--- src/rtl/ps2_pkg.sv ---
// ---------------------------------------------------------------------------
// ps2_pkg
// Shared definitions for the PS/2 keyboard receiver.
//   - ps2_state_e    : receive FSM states (IDLE, DATA, PARITY, STOP)
//   - PS2_DATA_BITS  : payload bits per frame
//   - PS2_FRAME_BITS : total bits per device-to-host frame (start+8+parity+stop)
// ---------------------------------------------------------------------------
package ps2_pkg;

  localparam int PS2_DATA_BITS  = 8;
  localparam int PS2_FRAME_BITS = 11;

  typedef enum logic [1:0] {
    IDLE   = 2'd0,
    DATA   = 2'd1,
    PARITY = 2'd2,
    STOP   = 2'd3
  } ps2_state_e;

endpackage : ps2_pkg

--- src/rtl/kbd_fifo.sv ---
// ---------------------------------------------------------------------------
// kbd_fifo
// Synchronous byte FIFO, 2**FIFO_AW entries, with a combinational head.
// Ports:
//   clk, rst      : clock, asynchronous active-low reset
//   push, wdata   : write strobe and byte; ignored when full unless a pop
//                   is accepted in the same cycle
//   pop           : read strobe; ignored when empty
//   rdata         : head byte, 0 when empty
//   empty, full   : occupancy status
// ---------------------------------------------------------------------------
module kbd_fifo
  import ps2_pkg::*;
#(
  parameter int FIFO_AW = 3
) (
  input  logic                     clk,
  input  logic                     rst,
  input  logic                     push,
  input  logic                     pop,
  input  logic [PS2_DATA_BITS-1:0] wdata,
  output logic [PS2_DATA_BITS-1:0] rdata,
  output logic                     empty,
  output logic                     full
);

  localparam int DEPTH = 1 << FIFO_AW;

  logic [PS2_DATA_BITS-1:0] mem [DEPTH];
  logic [FIFO_AW:0]         wr_ptr_q, wr_ptr_d;
  logic [FIFO_AW:0]         rd_ptr_q, rd_ptr_d;
  logic                     do_push;
  logic                     do_pop;

  // Extra pointer MSB distinguishes full from empty when low bits match.
  assign empty = (wr_ptr_q == rd_ptr_q);
  assign full  = (wr_ptr_q[FIFO_AW] != rd_ptr_q[FIFO_AW]) &&
                 (wr_ptr_q[FIFO_AW-1:0] == rd_ptr_q[FIFO_AW-1:0]);

  // A pop frees the slot a full-FIFO push writes into, so both proceed.
  assign do_pop  = pop & ~empty;
  assign do_push = push & (~full | do_pop);

  assign rdata = empty ? '0 : mem[rd_ptr_q[FIFO_AW-1:0]];

  always_comb begin
    wr_ptr_d = wr_ptr_q;
    rd_ptr_d = rd_ptr_q;
    if (do_push) wr_ptr_d = wr_ptr_q + 1'b1;
    if (do_pop)  rd_ptr_d = rd_ptr_q + 1'b1;
  end

  // NOTE: sequential state uses non-blocking assignments so every flop
  // samples the pre-edge values regardless of block ordering.
  always_ff @(posedge clk or negedge rst) begin
    if (!rst) begin
      wr_ptr_q <= '0;
      rd_ptr_q <= '0;
    end else begin
      wr_ptr_q <= wr_ptr_d;
      rd_ptr_q <= rd_ptr_d;
    end
  end

  // NOTE: storage is deliberately not reset; empty pointers already mask
  // stale entries and rdata reads 0 while empty.
  always_ff @(posedge clk) begin
    if (do_push) mem[wr_ptr_q[FIFO_AW-1:0]] <= wdata;
  end

endmodule : kbd_fifo

--- src/rtl/ps2_kbd_rx.sv ---
// ---------------------------------------------------------------------------
// ps2_kbd_rx
// PS/2 device-to-host frame receiver feeding a scan-code FIFO.
// Optional feature: define PS2_PARITY_CHECK_EN to drop frames whose data
// bits plus parity bit do not have odd parity.
// Ports:
//   clk, rst          : system clock, asynchronous active-low reset
//   ps2_clk, ps2_data : raw PS/2 pins, asynchronous to clk
//   kbd_read_enable   : one-cycle pop strobe
//   kbd_ready         : FIFO non-empty
//   kbd_overflow      : sticky, a byte was lost; cleared by a successful pop
//   kbd_data          : FIFO head byte, 0 when empty
// ---------------------------------------------------------------------------
module ps2_kbd_rx
  import ps2_pkg::*;
#(
  parameter int FIFO_AW = 3,
  parameter int TIMEOUT = 50000
) (
  input  logic                     clk,
  input  logic                     rst,
  input  logic                     ps2_clk,
  input  logic                     ps2_data,
  input  logic                     kbd_read_enable,
  output logic                     kbd_ready,
  output logic                     kbd_overflow,
  output logic [PS2_DATA_BITS-1:0] kbd_data
);

  localparam int TW = $clog2(TIMEOUT + 1);
  localparam logic [TW-1:0] TMO_LAST = TW'(TIMEOUT - 1);

  // Synchronisers; reset to the idle-high pin level so release cannot
  // fabricate a falling edge.
  logic pclk_s1_q, pclk_s2_q, pclk_s3_q;
  logic pdat_s1_q, pdat_s2_q;
  logic fall;

  ps2_state_e               state_q, state_d;
  logic [2:0]               bit_cnt_q, bit_cnt_d;
  logic [PS2_DATA_BITS-1:0] shift_q, shift_d;
  logic [TW-1:0]            tmo_q, tmo_d;
  logic                     ovf_q, ovf_d;
  logic                     frame_valid;
  logic                     push;
  logic                     fifo_empty, fifo_full;
  logic                     pop_ok;

`ifdef PS2_PARITY_CHECK_EN
  logic parity_q, parity_d;
  assign frame_valid = ^{shift_q, parity_q};
`else
  assign frame_valid = 1'b1;
`endif

  assign fall   = pclk_s3_q & ~pclk_s2_q;
  assign pop_ok = kbd_read_enable & ~fifo_empty;

  always_comb begin
    state_d   = state_q;
    bit_cnt_d = bit_cnt_q;
    shift_d   = shift_q;
    push      = 1'b0;
`ifdef PS2_PARITY_CHECK_EN
    parity_d  = parity_q;
`endif
    tmo_d     = (state_q == IDLE) ? '0 : tmo_q + 1'b1;

    if (fall) begin
      tmo_d = '0;
      unique case (state_q)
        IDLE: begin
          // A high sample at a falling edge is a glitch, not a start bit.
          if (!pdat_s2_q) begin
            state_d   = DATA;
            bit_cnt_d = '0;
            shift_d   = '0;
          end
        end
        DATA: begin
          shift_d = {pdat_s2_q, shift_q[PS2_DATA_BITS-1:1]};
          if (bit_cnt_q == 3'(PS2_DATA_BITS - 1)) state_d = PARITY;
          else                                     bit_cnt_d = bit_cnt_q + 1'b1;
        end
        PARITY: begin
`ifdef PS2_PARITY_CHECK_EN
          parity_d = pdat_s2_q;
`endif
          state_d = STOP;
        end
        STOP: begin
          push    = pdat_s2_q & frame_valid;
          state_d = IDLE;
        end
        default: state_d = IDLE;
      endcase
    end else if (state_q != IDLE && tmo_q == TMO_LAST) begin
      // Device stopped clocking mid-frame: abandon the partial byte.
      state_d   = IDLE;
      tmo_d     = '0;
      bit_cnt_d = '0;
      shift_d   = '0;
    end

    // A coinciding pop makes room, so it both clears and prevents overflow.
    ovf_d = ovf_q;
    if (pop_ok)                  ovf_d = 1'b0;
    else if (push && fifo_full)  ovf_d = 1'b1;
  end

  always_ff @(posedge clk or negedge rst) begin
    if (!rst) begin
      pclk_s1_q <= 1'b1;
      pclk_s2_q <= 1'b1;
      pclk_s3_q <= 1'b1;
      pdat_s1_q <= 1'b1;
      pdat_s2_q <= 1'b1;
      state_q   <= IDLE;
      bit_cnt_q <= '0;
      shift_q   <= '0;
      tmo_q     <= '0;
      ovf_q     <= 1'b0;
`ifdef PS2_PARITY_CHECK_EN
      parity_q  <= 1'b0;
`endif
    end else begin
      pclk_s1_q <= ps2_clk;
      pclk_s2_q <= pclk_s1_q;
      pclk_s3_q <= pclk_s2_q;
      pdat_s1_q <= ps2_data;
      pdat_s2_q <= pdat_s1_q;
      state_q   <= state_d;
      bit_cnt_q <= bit_cnt_d;
      shift_q   <= shift_d;
      tmo_q     <= tmo_d;
      ovf_q     <= ovf_d;
`ifdef PS2_PARITY_CHECK_EN
      parity_q  <= parity_d;
`endif
    end
  end

  kbd_fifo #(.FIFO_AW(FIFO_AW)) u_fifo (
    .clk   (clk),
    .rst   (rst),
    .push  (push),
    .pop   (kbd_read_enable),
    .wdata (shift_q),
    .rdata (kbd_data),
    .empty (fifo_empty),
    .full  (fifo_full)
  );

  assign kbd_ready    = ~fifo_empty;
  assign kbd_overflow = ovf_q;

endmodule : ps2_kbd_rx

--- config.mk ---
export PLATFORM = sky130hd
export DESIGN_NAME = ps2_kbd_rx
export DESIGN_NICKNAME = d
export VERILOG_FILES = /design/src/rtl/ps2_pkg.sv /design/src/rtl/kbd_fifo.sv /design/src/rtl/ps2_kbd_rx.sv
export SDC_FILE = /design/constraint.sdc
export NUM_CORES = 1
export LEC_CHECK = 0
export ABC_AREA = 0
export CAP_MARGIN = 20
export CORE_MARGIN = 1.5
export CORE_UTILIZATION = 40
export DETAILED_ROUTE_END_ITERATION = 7
export RECOVER_POWER = 50
export SLEW_MARGIN = 25
export SYNTH_ARGS = -nofsm -noshare
export SYNTH_HDL_FRONTEND = slang
export SYNTH_SLANG_ARGS = --single-unit
--- constraint.sdc ---
create_clock -name clk -period 4 [get_ports clk]
set_input_delay 0.6 -clock clk [delete_from_list [all_inputs] [get_ports clk]]
set_output_delay 0.6 -clock clk [all_outputs]
set_load 0.02 [all_outputs]
==> results.md, run 1 <==
* Maximum clock frequency at 0.318 GHz
* Power per cell area at 619 mW/mm²
* Worst EP arrival at 2.55 ns
* #FFs+latches synth at 107
* Mapped Nets at 321
* Crit path time final at 3.15 ns
* Max-cap violations at 1
* PnR Total Power at 3.20 mW
* Hold Fails Final Rpt at 0
* Async SR Flop Fraction at 40.2%
* DRT iter0 DRCs at 177
* Horiz. Die Dim at 110 µm
* Peak VDD IR at 0.000442 V
* Post-Syn Area at 0.00459 mm²
* Htree depth at 3
* # setup viols final at 0
* Vias in the first global route at 2,475
* Seq pwr share at 43.6%
* Worst setup SP type: flip-flop
* Final HPWL DP at 5.25 mm
* DIE AREA at 0.0121 mm²
* Die Y-Extent at 110 µm
* CTS root buffer: clkbuf_16
* Cell Int Power at 2.22 mW
* Failing checks: max-capacitance violations, max-slew violations
* Post-route cell area at 0.00516 mm²
* Antenna Nets Post-Route at 0
* DR pass1 iterations at 4
* Worst endpoint required time at 3.40 ns
* Final layout net count at 339
* Drt drc at 0
* DR WL/cell at 17.1 µm
* YS warnings at 0
* Leak Pwr at 1.90 nW
* Finished Layout Cells at 470
* DRT Wirelength at 8.03 mm
* Final period utilization at 78.7%
* Initial core utilization at 41.6%
* Commonest non-fill, non-tap cells in the layout: edfxtp_1 (64), nor2_1 (39), dfrtp_1 (38), xnor2_1 (16), mux4_2 (16)
* Core Region at 0.0110 mm²
* Reg2reg setup slack at 1.55 ns
* P&R area growth vs syn at 12.5%
* Gate Count Post-Synth at 307
* Clock net sink count at 107
* Synth Flop Type: edfxtp_1
* N_diodes at 0
* Overall via count from detail_route at 2,531
* Final Core Density at 46.8%
* Gr usage total at 14.8%
* Total congestion overflow at 0
* Largest net degree at the start of global routing at 44
* Cts hold-fix bufs at 0
* CTS tree: done
* Number of enable flip-flop cells after synthesis at 64
* Post-Place Cell Area at 0.00488 mm²
* Distinct cells, synth at 45
* Slew @ Worst Pin at 2.37 ns
* Commonest non-fill, non-tap cell in the layout: edfxtp_1
* Share of cells above drive strength 1 at 13.9%
* GPL Wtd Cong at 0.792
* Placed instance count at 454
* Net switching power at 974 µW
* # rows at 38
* Worst-Skew Late Latency at 0.34 ns
* Clock Skew at 0.00916 ns
* Ports at 15
* Post-CTS Setup Inserts at 0
* Initial antenna violation count at 0
* Unrepaired setup endpoints after global routing: false
* Max-slew violations at 44
* Critical Path Sink Type: output pin
* Register area share after synthesis at 65.5%
* DR vias/cell at 5.39
* Combinational power share at 29.7%
* Worst Hold Class: flip-flop to flip-flop
* IO Port Bufs at 14
* Total CTS buffers at 9
* Reg area at 0.00300 mm²
* Status: finished, violations left
* Mapped Avg Cell Area at 14.9 µm²
* CTS max path bufs at 2
* Global-route wire length before repair at 13.1 mm
* Fillers at 975
* Multi-input gate area at 0.00149 mm²
* Clock Power Share at 26.7%
* Switching Fraction at 30.5%
* Clock transition at path regs at 0.06 ns
* Critical path class: flip-flop to output pin
* Post_cts resized at 0
* Crit path max fanout at 14
* Final setup TNS at 0 ns
* Max transition margin at -58.1%
==> per-layer routing <==
metal,up-vias,global-route usage (%),part of all wire [%]
li1,1188,-,-
met1,1267,19.8,46
met2,71,23.7,48
met3,5,4.06,4.3
met4,0,4.45,1.0
met5,-,0,0
==> worst paths after layout <==
kind	startpoint	endpoint	cells past startpoint
worst min-delay path	pdat_s1_q	pdat_s2_q	0
worst max register to register	pclk_s3_q	u_fifo.mem[5][3]	4
worst max-delay path	u_fifo.rd_ptr_q[0]	kbd_data[6]	5
max in group asynchronous	rst	kbd_overflow	1
worst min register to register	pdat_s1_q	pdat_s2_q	0
min in group asynchronous	rst	tmo_q[12]	1
==> per-stage QoR <==
stage	hold WS, ns	setup WS (ns)
2_1_floorplan	0.304	1.78
3_3_place_gp	0.347	1.19
3_5_place_dp	0.348	1.16
4_1_cts	0.357	0.798
5_1_grt	0.363	0.689
6_report	0.357	0.853
==> worst max-delay path, stage by stage, from the launching register on <==
cell             delay [ns]
dfrtp_1                0.51
buf_4                  0.35
mux4_2                 0.55
mux2i_1                0.19
nor2_1                 0.07
clkdlybuf4s50_1        0.53
==> flip-flops by register name, summed over array words and instances (netlist names), 2 cells and up <==
| name | count |
|---|---|
| u_fifo.mem | 64 |
| u_fifo.rd_ptr_q | 4 |
| state_q | 2 |
| tmo_q | 16 |
| shift_q | 8 |
| bit_cnt_q | 3 |
| u_fifo.wr_ptr_q | 4 |
==> layout make-up <==
cell class / count / share of cell area, %
inverter: 8 / 0.582
clock buffer: 10 / 4.44
sequential: 107 / 58.2
tap: 140 / 3.39
timing repair buffer: 20 / 3.47
multi-input combinational: 179 / 28.8
clock inverter: 6 / 1.09
==> power groups by stage <==
stage	clock (mW)	sequential [mW]	combinational (mW)
floorplan	0	1.37	0.700
global route	0.907	1.41	1.03
global placement	0	1.41	0.942
detailed placement	0	1.42	0.962
CTS	0.870	1.39	0.965
finish	0.852	1.39	0.950
==> kinds of logic after synthesis <==
logic type | count (synthesis) | synth area share (%)
XOR/XNOR | 24 | 4.58
buffers and inverters | 21 | 2.10
flip-flops | 107 | 65.5
AO/OA/AOI/OAI | 24 | 4.42
adder cells (fa/ha/maj) | 9 | 2.46
multiplexers | 27 | 10.3
AND/OR/NAND/NOR | 95 | 10.6
==> synth_stat cells, types with 2 or more instances <==
cell type	number	area, µm²
clkbuf_1	4	15.0
nor4b_1	2	17.5
nand2b_1	4	25.0
nor2_1	39	146
xnor2_1	16	140
a22o_1	8	70.1
nand4_1	5	31.3
buf_2	5	25.0
inv_1	8	30.0
buf_1	2	7.51
nand4b_1	2	17.5
o21ai_0	3	15.0
nor4_1	3	18.8
dfrtp_1	38	951
o22ai_1	2	12.5
nand2_1	11	41.3
o211ai_1	3	22.5
dfstp_2	5	131
ha_1	9	113
mux4_2	16	360
nand3_1	10	50.1
nor3_1	6	30.0
edfxtp_1	64	1920
a22oi_1	2	15.0
mux2i_1	9	90.1
xor2_1	8	70.1
and3_1	5	31.3
No activity file was read; power rests on OpenSTA's default activity.
==> run 2, diff against run 1 <==
clock period = 2.85 ns   (was 4 ns; I/O delays follow)
==> run 2 against run 1 <==
Compared with the run above:
- the flow still finishes with violations (max-capacitance violations, max-slew violations)
- via count shrank 1.8%
- worst hold slack improved by 0.0038 ns
- non-clock buffer count rose by 6
- worst setup slack worse by 0.67 ns
==> results.md, run 2 (same netlist as run 1, synthesis figures left out) <==
* CP delay by family, top: buffers and inverters (unchanged)
* Crit path max fanout at 12 (was 14)
* DIE AREA at 0.0121 mm² (unchanged)
* Total CTS buffers at 9 (unchanged)
* Ports at 15 (unchanged)
* Placement Setup Slack at 0.516 ns (was 1.16 ns)
* IO Port Bufs at 14 (unchanged)
* CP peak stage delay at 0.53 ns (was 0.55 ns)
* P&R area growth vs syn at 13.6% (was 12.5%)
* CTS max path bufs at 2 (unchanged)
* Max-cap violations at 1 (unchanged)
* Cell Int Power at 3.07 mW (was 2.22 mW)
* Maximum clock frequency at 0.375 GHz
* Gr usage total at 15.4% (was 14.8%)
* Clock net sink count at 107 (unchanged)
* Switching Fraction at 31.5% (was 30.5%)
* Total congestion overflow at 0 (unchanged)
* Critical Path Sink Type: output pin (unchanged)
* Unrepaired setup endpoints after global routing: false (unchanged)
* Worst endpoint required time at 2.42 ns (was 3.40 ns)
* Horiz. Die Dim at 110 µm (unchanged)
* Final WS setup at 0.181 ns (was 0.853 ns)
* Critical path class: flip-flop to output pin (unchanged)
* Cts hold-fix bufs at 0 (unchanged)
* GPL Wtd Cong at 0.758 (was 0.792)
* Largest register FFs at 64 (unchanged)
* Antenna Nets Post-Route at 0 (unchanged)
* Net switching power at 1.41 mW (was 974 µW)
* Commonest non-fill, non-tap cells in the layout: edfxtp_1 (64), nor2_1 (39), dfrtp_1 (38), xnor2_1 (16), mux4_2 (16) (unchanged)
* Initial antenna violation count at 0 (unchanged)
* Status: finished, violations left (unchanged)
* Power per cell area at 860 mW/mm² (was 619 mW/mm²)
* Combinational power share at 30.1% (was 29.7%)
* Slowest cell on crit path: mux4_2 (unchanged)
* Max transition margin at -56.1% (was -58.1%)
* Post-route cell area at 0.00521 mm² (was 0.00516 mm²)
* Final layout net count at 345 (was 339)
* Worst path bufs/invs at 2 (unchanged)
* Commonest non-fill, non-tap cell in the layout: edfxtp_1 (unchanged)
* # rows at 38 (unchanged)
* Vias in the first global route at 2,613 (was 2,475)
* Clock transition at path regs at 0.07 ns (was 0.06 ns)
* Capturing point of the worst reg2reg path: u_fifo.mem[3][0] (was u_fifo.mem[5][3])
* Leak Pwr at 1.93 nW (was 1.90 nW)
* Final HPWL DP at 5.28 mm (was 5.25 mm)
* Clock Power Share at 26.5% (was 26.7%)
* Die Y-Extent at 110 µm (unchanged)
* Worst-Skew Late Latency at 0.34 ns (about the same)
* Peak VDD IR at 0.000524 V (was 0.000442 V)
* Crit path time final at 2.67 ns
* DRT Wirelength at 8.11 mm (was 8.03 mm)
* CTS root buffer: clkbuf_16 (unchanged)
* Worst Hold Class: flip-flop to flip-flop (unchanged)
* R2r startpoint: u_fifo.rd_ptr_q[0] (was pclk_s3_q)
* Post-Place Cell Area at 0.00492 mm² (was 0.00488 mm²)
* Overall via count from detail_route at 2,486 (was 2,531)
* Failing checks: max-capacitance violations, max-slew violations (unchanged)
* Post-CTS Setup Inserts at 0 (unchanged)
* Core Region at 0.0110 mm² (unchanged)
* Seq pwr share at 43.3% (was 43.6%)
* Global-route wire length before repair at 13.7 mm (was 13.1 mm)
* Reg2reg setup slack at 0.67 ns (was 1.55 ns)
* DR pass1 iterations at 4 (unchanged)
* DR vias/cell at 5.22 (was 5.39)
* Hold Fails Final Rpt at 0 (unchanged)
* Initial core utilization at 41.6% (unchanged)
* CTS tree: done (unchanged)
* Drt drc at 0 (unchanged)
* Min-Delay Path Depth at 0 (unchanged)
* Htree depth at 3 (unchanged)
* N_diodes at 0 (unchanged)
* Worst Hold End: pdat_s2_q (unchanged)
* Post_cts resized at 0 (unchanged)
* R2R depth at 6 (was 4)
* Clock Skew at 0.0112 ns (was 0.00916 ns)
* DR WL/cell at 17.0 µm (was 17.1 µm)
* DRT iter0 DRCs at 157 (was 177)
* Hold_sp: pdat_s1_q (unchanged)
* Final setup TNS at 0 ns (unchanged)
* Max-slew violations at 44 (unchanged)
* Cell Chain, Critical Path: buf_4 -> mux4_2 -> mux2i_1 -> nor2_1 -> clkdlybuf4s50_1 (unchanged)
* Largest net degree at the start of global routing at 44 (unchanged)
* Worst EP arrival at 2.24 ns (was 2.55 ns)
* PnR Total Power at 4.48 mW (was 3.20 mW)
* Share of cells above drive strength 1 at 16.1% (was 13.9%)
* Slew @ Worst Pin at 2.34 ns (was 2.37 ns)
* Worst setup SP type: flip-flop (unchanged)
* Final period utilization at 93.6%
* # setup viols final at 0 (unchanged)
## run 2: metrics by stage
step	cells	utilization [%]	hold slack, ns
after floorplan	307	-	0.132
after global placement	460	44.6	0.347
after detailed placement	460	44.6	0.347
after CTS	476	47.3	0.270
after global routing	476	47.3	0.368
final	476	47.3	0.361
## run 2: worst reg2reg max path: stages (launching register included)
cell and delay, ns:
dfrtp_1 0.38, buf_4 0.21, xor2_1 0.18, or4_4 0.59, o211ai_1 0.29, nor2_1 0.10
buf_4 0.19
## run 2: layout make-up
cell class,count,area [µm²]
clock buffer,9,225
clock inverter,7,67.6
fill,967,5820
inverter,8,30.0
multi-input combinational,179,1490
sequential,107,3000
tap,140,175
timing repair buffer,26,224
## run 2: power groups by stage
stage	Combinational, mW	Clock, mW	Sequential [mW]
6_report	1.35	1.19	1.94
5_1_grt	1.50	1.29	1.97
4_1_cts	1.38	1.23	1.94
3_5_place_dp	1.38	0	1.97
3_3_place_gp	1.35	0	1.97
2_1_floorplan	0.982	0	1.92
## run 2: layer usage
metal / wire length, µm / GRT usage (%) / vias up
li1: - / - / 1195
met1: 3680 / 19.0 / 1252
met2: 4100 / 27.0 / 33
met3: 233 / 3.59 / 6
met4: 93 / 4.73 / 0
met5: 0 / 0 / -
## run 2: worst max path at each step
| stage | to | depth (start not counted) | startpoint | slack [ns] |
|---|---|---|---|---|
| after CTS | kbd_data[6] | 5 | u_fifo.rd_ptr_q[0] | 0.13 |
| after floorplan | u_fifo.mem[1][0] | 4 | pclk_s3_q | 0.63 |
| after global placement | kbd_data[6] | 5 | u_fifo.rd_ptr_q[0] | 0.55 |
| after detailed placement | kbd_data[6] | 5 | u_fifo.rd_ptr_q[0] | 0.52 |
| final | kbd_data[6] | 5 | u_fifo.rd_ptr_q[0] | 0.18 |
| after global routing | kbd_data[6] | 5 | u_fifo.rd_ptr_q[0] | 0.04 |
